## src/rtl/cacheline_burst_adapter.sv

```systemverilog
// Cache line <-> burst memory adapter: assembles read beats into a line,
// splits a write-back line into beats. One transaction in flight.
module cacheline_burst_adapter #(
  parameter int LINE_W  = 256,
  parameter int BURST_W = 64,
  parameter int ADDR_W  = 32
) (
  input  logic               clk,
  input  logic               rst,
  input  logic [LINE_W-1:0]  line_i,
  output logic [LINE_W-1:0]  line_o,
  input  logic [ADDR_W-1:0]  address_i,
  input  logic               read_i,
  input  logic               write_i,
  output logic               resp_o,
  input  logic [BURST_W-1:0] burst_i,
  output logic [BURST_W-1:0] burst_o,
  output logic [ADDR_W-1:0]  address_o,
  output logic               read_o,
  output logic               write_o,
  input  logic               resp_i
);

  localparam int BEATS = LINE_W / BURST_W;
  localparam int CW    = (BEATS > 1) ? $clog2(BEATS) : 1;
  localparam logic [ADDR_W-1:0] OMASK = ADDR_W'(LINE_W / 8 - 1);
  localparam logic [CW-1:0] LAST = CW'(BEATS - 1);

  typedef enum logic [1:0] {IDLE, RD, WR, DONE} state_e;

  state_e              state_q;
  logic [CW-1:0]       cnt_q;
  logic [CW-1:0]       cnt_d;
  logic [LINE_W-1:0]   buf_q;
  logic [ADDR_W-1:0]   addr_q;
  logic [BURST_W-1:0]  burst_q;
  logic                read_q;
  logic                write_q;
  logic                resp_q;
  logic                last;

  assign cnt_d = cnt_q + 1'b1;
  assign last  = (cnt_q == LAST);

  assign line_o    = buf_q;
  assign address_o = addr_q;
  assign burst_o   = burst_q;
  assign read_o    = read_q;
  assign write_o   = write_q;
  assign resp_o    = resp_q;

  always_ff @(posedge clk or negedge rst) begin
    if (!rst) begin
      state_q <= IDLE;
      cnt_q   <= '0;
      buf_q   <= '0;
      addr_q  <= '0;
      burst_q <= '0;
      read_q  <= 1'b0;
      write_q <= 1'b0;
      resp_q  <= 1'b0;
    end else begin
      resp_q <= 1'b0;
      unique case (state_q)
        IDLE: begin
          // write-back goes first so a pending fill never reads stale memory
          if (write_i) begin
            buf_q   <= line_i;
            addr_q  <= address_i & ~OMASK;
            cnt_q   <= '0;
            burst_q <= line_i[BURST_W-1:0];
            write_q <= 1'b1;
            state_q <= WR;
          end else if (read_i) begin
            addr_q  <= address_i & ~OMASK;
            cnt_q   <= '0;
            read_q  <= 1'b1;
            state_q <= RD;
          end
        end
        RD: begin
          if (resp_i) begin
            buf_q[int'(cnt_q)*BURST_W +: BURST_W] <= burst_i;
            cnt_q <= cnt_d;
            if (last) begin
              read_q  <= 1'b0;
              state_q <= DONE;
            end
          end
        end
        WR: begin
          if (resp_i) begin
            cnt_q   <= cnt_d;
            burst_q <= buf_q[int'(cnt_d)*BURST_W +: BURST_W];
            if (last) begin
              write_q <= 1'b0;
              burst_q <= '0;
              state_q <= DONE;
            end
          end
        end
        DONE: begin
          resp_q  <= 1'b1;
          state_q <= IDLE;
        end
        default: state_q <= IDLE;
      endcase
    end
  end

endmodule
```

## config.mk

```make
export PLATFORM = sky130hd
export DESIGN_NAME = cacheline_burst_adapter
export DESIGN_NICKNAME = d
export VERILOG_FILES = /design/src/rtl/cacheline_burst_adapter.sv
export SDC_FILE = /design/constraint.sdc
export NUM_CORES = 1
export LEC_CHECK = 0
export CORE_AREA = 5 5 275 277
export DETAILED_ROUTE_END_ITERATION = 7
export DIE_AREA = 0 0 280 282
export GPL_TIMING_DRIVEN = 0
export PLACE_DENSITY = 0.54
export SLEW_MARGIN = 0
export SYNTH_ARGS = -nofsm -noshare
export SYNTH_HDL_FRONTEND = slang
export SYNTH_SLANG_ARGS = --single-unit
```

## constraint.sdc

```tcl
create_clock -name clk -period 5.2 [get_ports clk]
set_input_delay 0.52 -clock clk [delete_from_list [all_inputs] [get_ports clk]]
set_output_delay 0.52 -clock clk [all_outputs]
set_load 0.01 [all_outputs]
```

; ---- Word-level counts from Yosys, hierarchy flattened
; Index checks and enable logic that the tools add are counted.
[word_totals]
reg_bits = 359
inputBits = 357
out_inout_bits = 355
wordCells = 67
[op_classes]
addsub = 2
eq_ne = 14
shifts = 3
mux = 27
n_reduce_logical = 13
[ops]
columns = cell, count
row1 = $mux 256, 2
row2 = $pmux 256 s2, 1
row3 = $bwmux 256, 1
row4 = $shift 64x33->256 const A, 1
row5 = $shiftx 256x9->64, 1
row6 = $shiftx 64x33->256, 1
row7 = $mux 64, 3
row8 = $pmux 64 s2, 1
row9 = $mux 32, 2
row10 = $neg 8->33, 1
row11 = $mux 2, 7
row12 = $ne 2x2->1 const B, 7
row13 = $reduce_and 3->1, 4
row14 = $reduce_bool 2->1, 4
row15 = $eq 2x2->1 const B, 3
row16 = $mux 1, 6
row17 = $pmux 2 s3, 1
row18 = $reduce_and 5->1, 1
row19 = $ne 2x1->1 const B, 2
row20 = $pmux 1 s2, 2
row21 = $pmux 2 s2, 1
row22 = $reduce_and 4->1, 1
row23 = $ne 3x3->1 const B, 1
row24 = $add 2x1->2 const B, 1
row25 = other kinds (4), 4

; ---- Depth between registers and ports, before layout
; Gate-level depths: netlist of run 1.
[depth]
depth_word = 5
ltp_mapped = 10
depth_no_buf = 5

; ---- Least setup slack after synthesis of run 1
; Ideal clock, no wire load.
[synth_timing]
kind = reg2reg
from = register cnt_q[0]
to = register burst_q[18] (netlist: burst_o[18])
setup_time_ns = 0.126
arrival_time_ns = 2.369
required_time_ns = 5.074
setup_slack_ns = 2.705
path_stages_with_launch = 10
n_path_buf = 5
period_less_slack_ns = 2.495
path_cell_list = dfrtp_1 -> buf_6 -> buf_12 -> buf_6 -> inv_1 -> ha_1 -> buf_2 -> clkbuf_1 -> mux4_2 -> a221o_1
[synth_via]
elab_chain_cells = 5
word_cells_on_any_way = 6
cone_classes = add/sub: 1 / eq/ne: 1 / shift: 1 / mux: 3
[synth_rtl]
columns = item, line_no
row1 = from (decl), 32  ; logic [CW-1:0] cnt_q;
row2 = from (signal assigned), 84  ; cnt_q <= cnt_d;
row3 = from (signal assigned), 93  ; cnt_q <= cnt_d;
row4 = $add 2x1->2, 42  ; assign cnt_d = cnt_q + 1'b1;
row5 = $shiftx 256x9->64, 94  ; burst_q <= buf_q[int'(cnt_d)*BURST_W +: BURST_W];
row6 = $mux 64 (*), 95  ; if (last) begin
row7 = $mux 64 (*), 92  ; if (resp_i) begin
row8 = $pmux 64 s2 (*), 64  ; unique case (state_q)
row9 = to (signal assigned), 71  ; burst_q <= line_i[BURST_W-1:0];
row10 = to (signal assigned), 94
row11 = to (decl), 36  ; logic [BURST_W-1:0] burst_q;
; Mark *: on every way between the ends. The rest lies on a longest branch, timed or not. The select of a mux whose other input is x is not followed.
; A chain may end at the register's enable or synchronous reset.

; ---- Worst setup path in the final report of run 1
[layout_timing]
from = register cnt_q[0]
to = register burst_q[24] (netlist: burst_o[24])
; The elaborated chain is that of the path after synthesis.

==> results of run 1 <==
## where the power goes
group | switching (mW) | leakage, nW | internal, mW
logic | 5.61 | 6.66 | 5.76
clock network | 1.33 | 0.768 | 2.01
registers | 1.18 | 4.37 | 4.11
## sequential cells by signal (all words and copies together) (netlist names)
signal and count:
line_o 256, resp_o 1, state_q 2, read_o 1, address_o 27, cnt_q 2
burst_o 64, write_o 1
## metrics by stage
stage	hold WS [ns]	setup TNS [ns]
2_1_floorplan	0.2244	0
3_3_place_gp	0.4631	-4651.86
3_5_place_dp	0.4698	0
4_1_cts	0.4956	0
5_1_grt	0.5219	0
6_report	0.5036	0
## cells by family (layout without fill, tap and decap cells)
family          count (synthesis)  after routing  synth area share (%)
flops                         354            354                 46.59
mux                           350            350                 24.57
compound gates                338            338                 17.31
buf+inv                       295           1083                 7.588
simple gates                   89             89                 3.330
fa+ha+maj                       9              9                0.5923
other cells                     1             18               0.01972
## critical path: stages, from the launching register on
cell and delay [ns]:
dfrtp_1 0.41, buf_6 0.19, buf_12 0.17, buf_6 0.20, inv_1 0.12, ha_1 0.35, buf_2 0.40, clkbuf_1 0.74
mux4_2 0.43, a221o_1 0.33
## final cells by class
cell class                      instances  area, um^2
Tap cell                              959        1200
Antenna cell                           13       32.53
Fill cell                            6970       43630
Clock buffer                           69        1411
Timing Repair Buffer                  706        7129
Sequential cell                       354        8859
Inverter                              135       506.7
Clock inverter                         13       145.1
Buffer                                160       935.9
Multi-Input combinational cell        791        8733
## path summary, 6_finish.rpt
check / endpoint / depth (start not counted)
worst max-delay path: burst_o[24] / 9
worst min register to register: write_o / 1
worst max register to register: burst_o[24] / 9
max in group asynchronous: line_o[93] / 4
min in group asynchronous: address_o[31] / 2
worst min-delay path: write_o / 1
## cell usage in the layout, fill, tap and decap left out, types with 31 or more instances in the layout
cell,synthesis,final
a221o_1,64,64
o32ai_1,64,64
buf_2,44,44
mux2_2,259,259
clkbuf_1,73,82
a32o_1,192,192
clkbuf_16,0,49
clkdlybuf4s50_1,0,700
dfrtp_1,354,354
mux4_2,64,64
and2_1,31,31
inv_1,132,132
nor4b_1,34,34
## routing by layer
layer	GRT usage [%]	vias up	routed length, um
li1	-	7210	-
met3	5.705	176	7546
met1	31.29	8998	40610
met2	40.79	854	49680
met4	7.557	4	3130
met5	0	-	34
==> results_dict.tcl, run 1 <==
set metrics [dict create \
    status "completed" \
    clk_pin_slew_ns 0.05 \
    synth-warning-count 0 \
    syn_avg_cell_area_um2 13.24 \
    place_ws_ns 1.620 \
    rsz0062_at_grt "no" \
    drt-pass1-iter-count 6 \
    synthTopCellsByCount "dfrtp_1, mux2_2, a32o_1, inv_1, clkbuf_1" \
    power.leakage_nw 11.80 \
    cts_max_level 2 \
    max-slew-margin-rel_pct 23.54 \
    async_flop_share_pct 100.0 \
    cts_resized 0 \
    coreArea_um2 72590 \
    worstHoldStart "write_o" \
    hold_viol_final 0 \
    row_count 99 \
    finalCriticalPeriod_ns 3.517 \
    reg2reg_from "cnt_q[0]" \
    clock_latency_ns 0.60 \
    cts.path.max_buffers 3 \
    cts_setup_buffers 0 \
    synth_edf_count 0 \
    reg2reg_slack_ns 1.68 \
    period_share_pct 67.64 \
    grt_pass1_wl_um 140000 \
    synth_flop_cell "dfrtp_1" \
    final_nets 2560 \
    yosysMostFrequentCell "dfrtp_1" \
    ys_seq_elements 354 \
    postLayoutCellArea_um2 28950 \
    routed_wl_um 101000 \
    place.gp.congestion 0.8692 \
    syn_inst 1436 \
    fin_cells 3200 \
    crit_type "reg2reg" \
    cts-root-buf "clkbuf_16" \
    portBuffers 701 \
    vdd_drop_max_mv 0.2803 \
    startpoint_type "flip-flop" \
    clkSinkCount 354 \
    grt_pass1_vias 17980 \
    cts_buffers 46 \
    vias 17240 \
    grt_max_degree 110 \
    fin_skew_ns 0.02363 \
    crit_path_end_kind "flip-flop" \
    area_growth_syn_to_layout_pct 52.28 \
    synth_top_area_cell "dfrtp_1" \
    place_area_um2 27350 \
    track_usage_pct 24.30 \
    antenna_found_initial 16 \
    drt_iter0_drc 1554 \
    cts_tree "yes" \
    drc 0 \
    grt.overflow.total 0 \
    start_util_pct 26.19 \
    placedCellCount 3104 \
    setup_violations 0 \
    hpwl_um 74570 \
    drive_gt1_share_pct 22.17 \
    netlist_area_um2 19010 \
    setup_ws_ns 1.683 \
    cp_data_required_time_ns 5.65 \
    fmax_mhz 284.3 \
    fp.dieArea_um2 78960 \
    final_core_util_pct 39.89 \
    wire_per_inst_um 31.56 \
    netlist_top_cells_area "dfrtp_1, mux2_2, a32o_1" \
    die_w_um 280 \
    power_mw 20.00 \
    ys_seq_area_share_pct 46.59 \
    crit_path_start "cnt_q[0]" \
    drt-vias-per-instance 5.388 \
    p_per_area_nw_per_um2 690.7 \
    worst_slew_pin_slew_ns 1.147 \
    critPathArrivalTime_ns 3.97 \
    cts_hold_buf 1 \
    synth.top_cell.area_share_pct 46.59 \
    detail-route-antenna-nets 0 \
    drv_cap 0 \
    cp_max_fo 10 \
    boundaryPins 712 \
    drv_slew 0 \
    ys_types 43 \
    holdCritPathClass "reg2reg" \
    die-height_um 282 \
]
No activity file was read; power rests on OpenSTA's default activity.
==> run 2, diff against run 1 <==
--- a/config.mk
+++ b/config.mk
@@ -9,7 +9,7 @@
 export DETAILED_ROUTE_END_ITERATION = 7
 export DIE_AREA = 0 0 280 282
 export GPL_TIMING_DRIVEN = 0
-export PLACE_DENSITY = 0.54
+export PLACE_DENSITY = 0.56
 export SLEW_MARGIN = 0
 export SYNTH_ARGS = -nofsm -noshare
 export SYNTH_HDL_FRONTEND = slang
==> constraint.sdc (replaced) <==
create_clock -name clk -period 3.05 [get_ports clk]
set_input_delay 0.305 -clock clk [delete_from_list [all_inputs] [get_ports clk]]
set_output_delay 0.305 -clock clk [all_outputs]
set_load 0.01 [all_outputs]
==> run 2 against run 1 <==
  * Combinational power grew 72%
  * Clock power grew 59%
  * Critical path depth grew 1
  * Total power grew 69%
  * Global-route usage shrank 0.62 points
  * Highest routed layer unchanged
  * Hold slack lost 0.17 ns
  * Flip-flop and latch count is the same
  * Count of clock-buffer cells in the layout is the same
  * Clock skew shrank 0.0010 ns
  * Die area is the same
  * Maximum frequency grew 21%
  * Cell area is essentially flat
==> results_dict.tcl, run 2 (synthesis gave the netlist of run 1 again) <==
set metrics [dict create \
    drt_iter0_drc 1507 \
    reg2reg_from "cnt_q[0]" \
    worst_slew_pin_slew_ns 1.002 \
    grt_max_degree 102 \
    fmax_mhz 344.7 \
    route.met2.wl_um 48850 \
    rsz0062_at_grt "no" \
    crit_type "reg2reg" \
    drv_slew 0 \
    hpwl_um 72820 \
    critPathArrivalTime_ns 3.34 \
    cp_data_required_time_ns 3.49 \
    cts_max_level 2 \
    drt-vias-per-instance 5.399 \
    final_common_cell "clkdlybuf4s50_1" \
    setup_violations 0 \
    holdCritPathClass "in2async" \
    finalCriticalPeriod_ns 2.901 \
    place_area_um2 27350 \
    clock_latency_ns 0.57 \
    clkSinkCount 354 \
    crit_path_end_kind "flip-flop" \
    power_mw 33.79 \
    highest_layer "met5" \
    grt_pass1_vias 17970 \
    die-height_um 282 \
    largest_reg_flops 256 \
    vdd_drop_max_mv 0.5189 \
    hold_viol_final 0 \
    final_core_util_pct 39.86 \
    grt_pass1_wl_um 137000 \
    vias 17260 \
    r2r-end "line_o[177]" \
    crit_path_start "cnt_q[0]" \
    place.gp.congestion 0.8847 \
    p_per_area_nw_per_um2 1168 \
    max-slew-margin-rel_pct 33.21 \
    die_w_um 280 \
    reg2reg_slack_ns 0.15 \
    startpoint_type "flip-flop" \
    place_ws_ns -0.7209 \
    drc 0 \
    cts.path.max_buffers 3 \
    cp_max_fo 10 \
    met3_length_um 7228 \
    final_nets 2559 \
    antenna_found_initial 15 \
    track_usage_pct 23.68 \
    setup_ws_ns 0.1493 \
    boundaryPins 712 \
    portBuffers 701 \
    grt.overflow.total 0 \
    status "completed" \
    fin_skew_ns 0.02258 \
    postLayoutCellArea_um2 28940 \
    routed_wl_um 98800 \
    drv_cap 0 \
    power.leakage_nw 11.82 \
    mostFrequentLayoutCells "clkdlybuf4s50_1, dfrtp_1, mux2_2" \
    cts-root-buf "clkbuf_16" \
    cts_buffers 44 \
    fp.dieArea_um2 78960 \
    wire_per_inst_um 30.91 \
    start_util_pct 26.19 \
    clk_pin_slew_ns 0.06 \
    reg2reg_depth 10 \
    drt-met1-wl_um 39830 \
    detail-route-antenna-nets 0 \
    period_share_pct 95.10 \
    area_growth_syn_to_layout_pct 52.19 \
    drt-pass1-iter-count 5 \
    crit_end "line_o[177]" \
    row_count 99 \
    cts_tree "yes" \
    drive_gt1_share_pct 22.92 \
    coreArea_um2 72590 \
]
-- run 2: cell count changes in the layout (fill, tap and decap cells not counted), moves of 3 or more --
| cell | delta |
|---|---|
| clkbuf_2 | +13 |
| clkinv_2 | -3 |
| buf_4 | +6 |
| clkbuf_16 | -4 |
| clkbuf_1 | -16 |
| buf_2 | -8 |
| inv_6 | +3 |
| clkbuf_4 | +5 |
-- run 2: where the power goes --
group / switching, mW / internal, mW
combinational: 9.60 / 9.95
clock: 2.19 / 3.11
sequential: 1.93 / 7.00
total: 13.7 / 20.1
-- run 2: cell type report --
type / instances / area [um^2]
plain buffers: 159 / 994.7
flip-flops and latches: 354 / 8859
diodes: 12 / 30.03
clock inverters: 9 / 85.08
well taps: 959 / 1200
multi-input cells: 791 / 8745
fillers: 7018 / 43650
inverters: 135 / 508.0
clock buffers: 69 / 1346
repair buffers: 708 / 7169
-- run 2: timing repair --
| item | CTS | global route |
|---|---|---|
| hold buffers | 1 | 0 |
| endpoints found under the hold margin | 81 | 0 |
| setup buffers | 0 | 2 |
| resized for setup | 26 | 18 |
| setup endpoints to repair | 228 | 75 |
-- run 2: how the worst min path moves through the flow --
stage                       from       endpoint  slack (ns)  cells after the start
floorplan                    rst  address_o[10]       0.009                      0
detailed placement           rst  address_o[22]        0.36                      1
finish                       rst  address_o[18]        0.34                      2
global route        address_i[5]   address_o[5]        0.32                      2
CTS                 address_i[5]   address_o[5]        0.30                      2
global placement         write_o        write_o        0.47                      1
-- run 2: through the flow --
step / TNS (ns) / instances / hold WS [ns]
2_1_floorplan: 0 / 1440 / 0.009409
3_3_place_gp: -5321.45 / 3100 / 0.4709
3_5_place_dp: -46.08 / 3104 / 0.3595
4_1_cts: 0 / 3182 / 0.2974
5_1_grt: 0 / 3191 / 0.3210
6_report: 0 / 3196 / 0.3363
-- run 2: layer usage --
metal / GRT usage [%] / vias to the layer above
met5: 0 / -
met1: 30.30 / 8991
met4: 7.141 / 8
met3: 5.432 / 169
met2: 40.18 / 877
li1: - / 7210
-- run 2: worst max-delay path, stage by stage, from the launching register on --
cell      delay [ns]
dfrtp_1         0.40
buf_6           0.20
buf_12          0.18
buf_6           0.20
inv_1           0.11
ha_2            0.36
and3b_1         0.20
buf_2           0.25
clkbuf_4        0.27
a32o_1          0.29
mux2_2          0.27
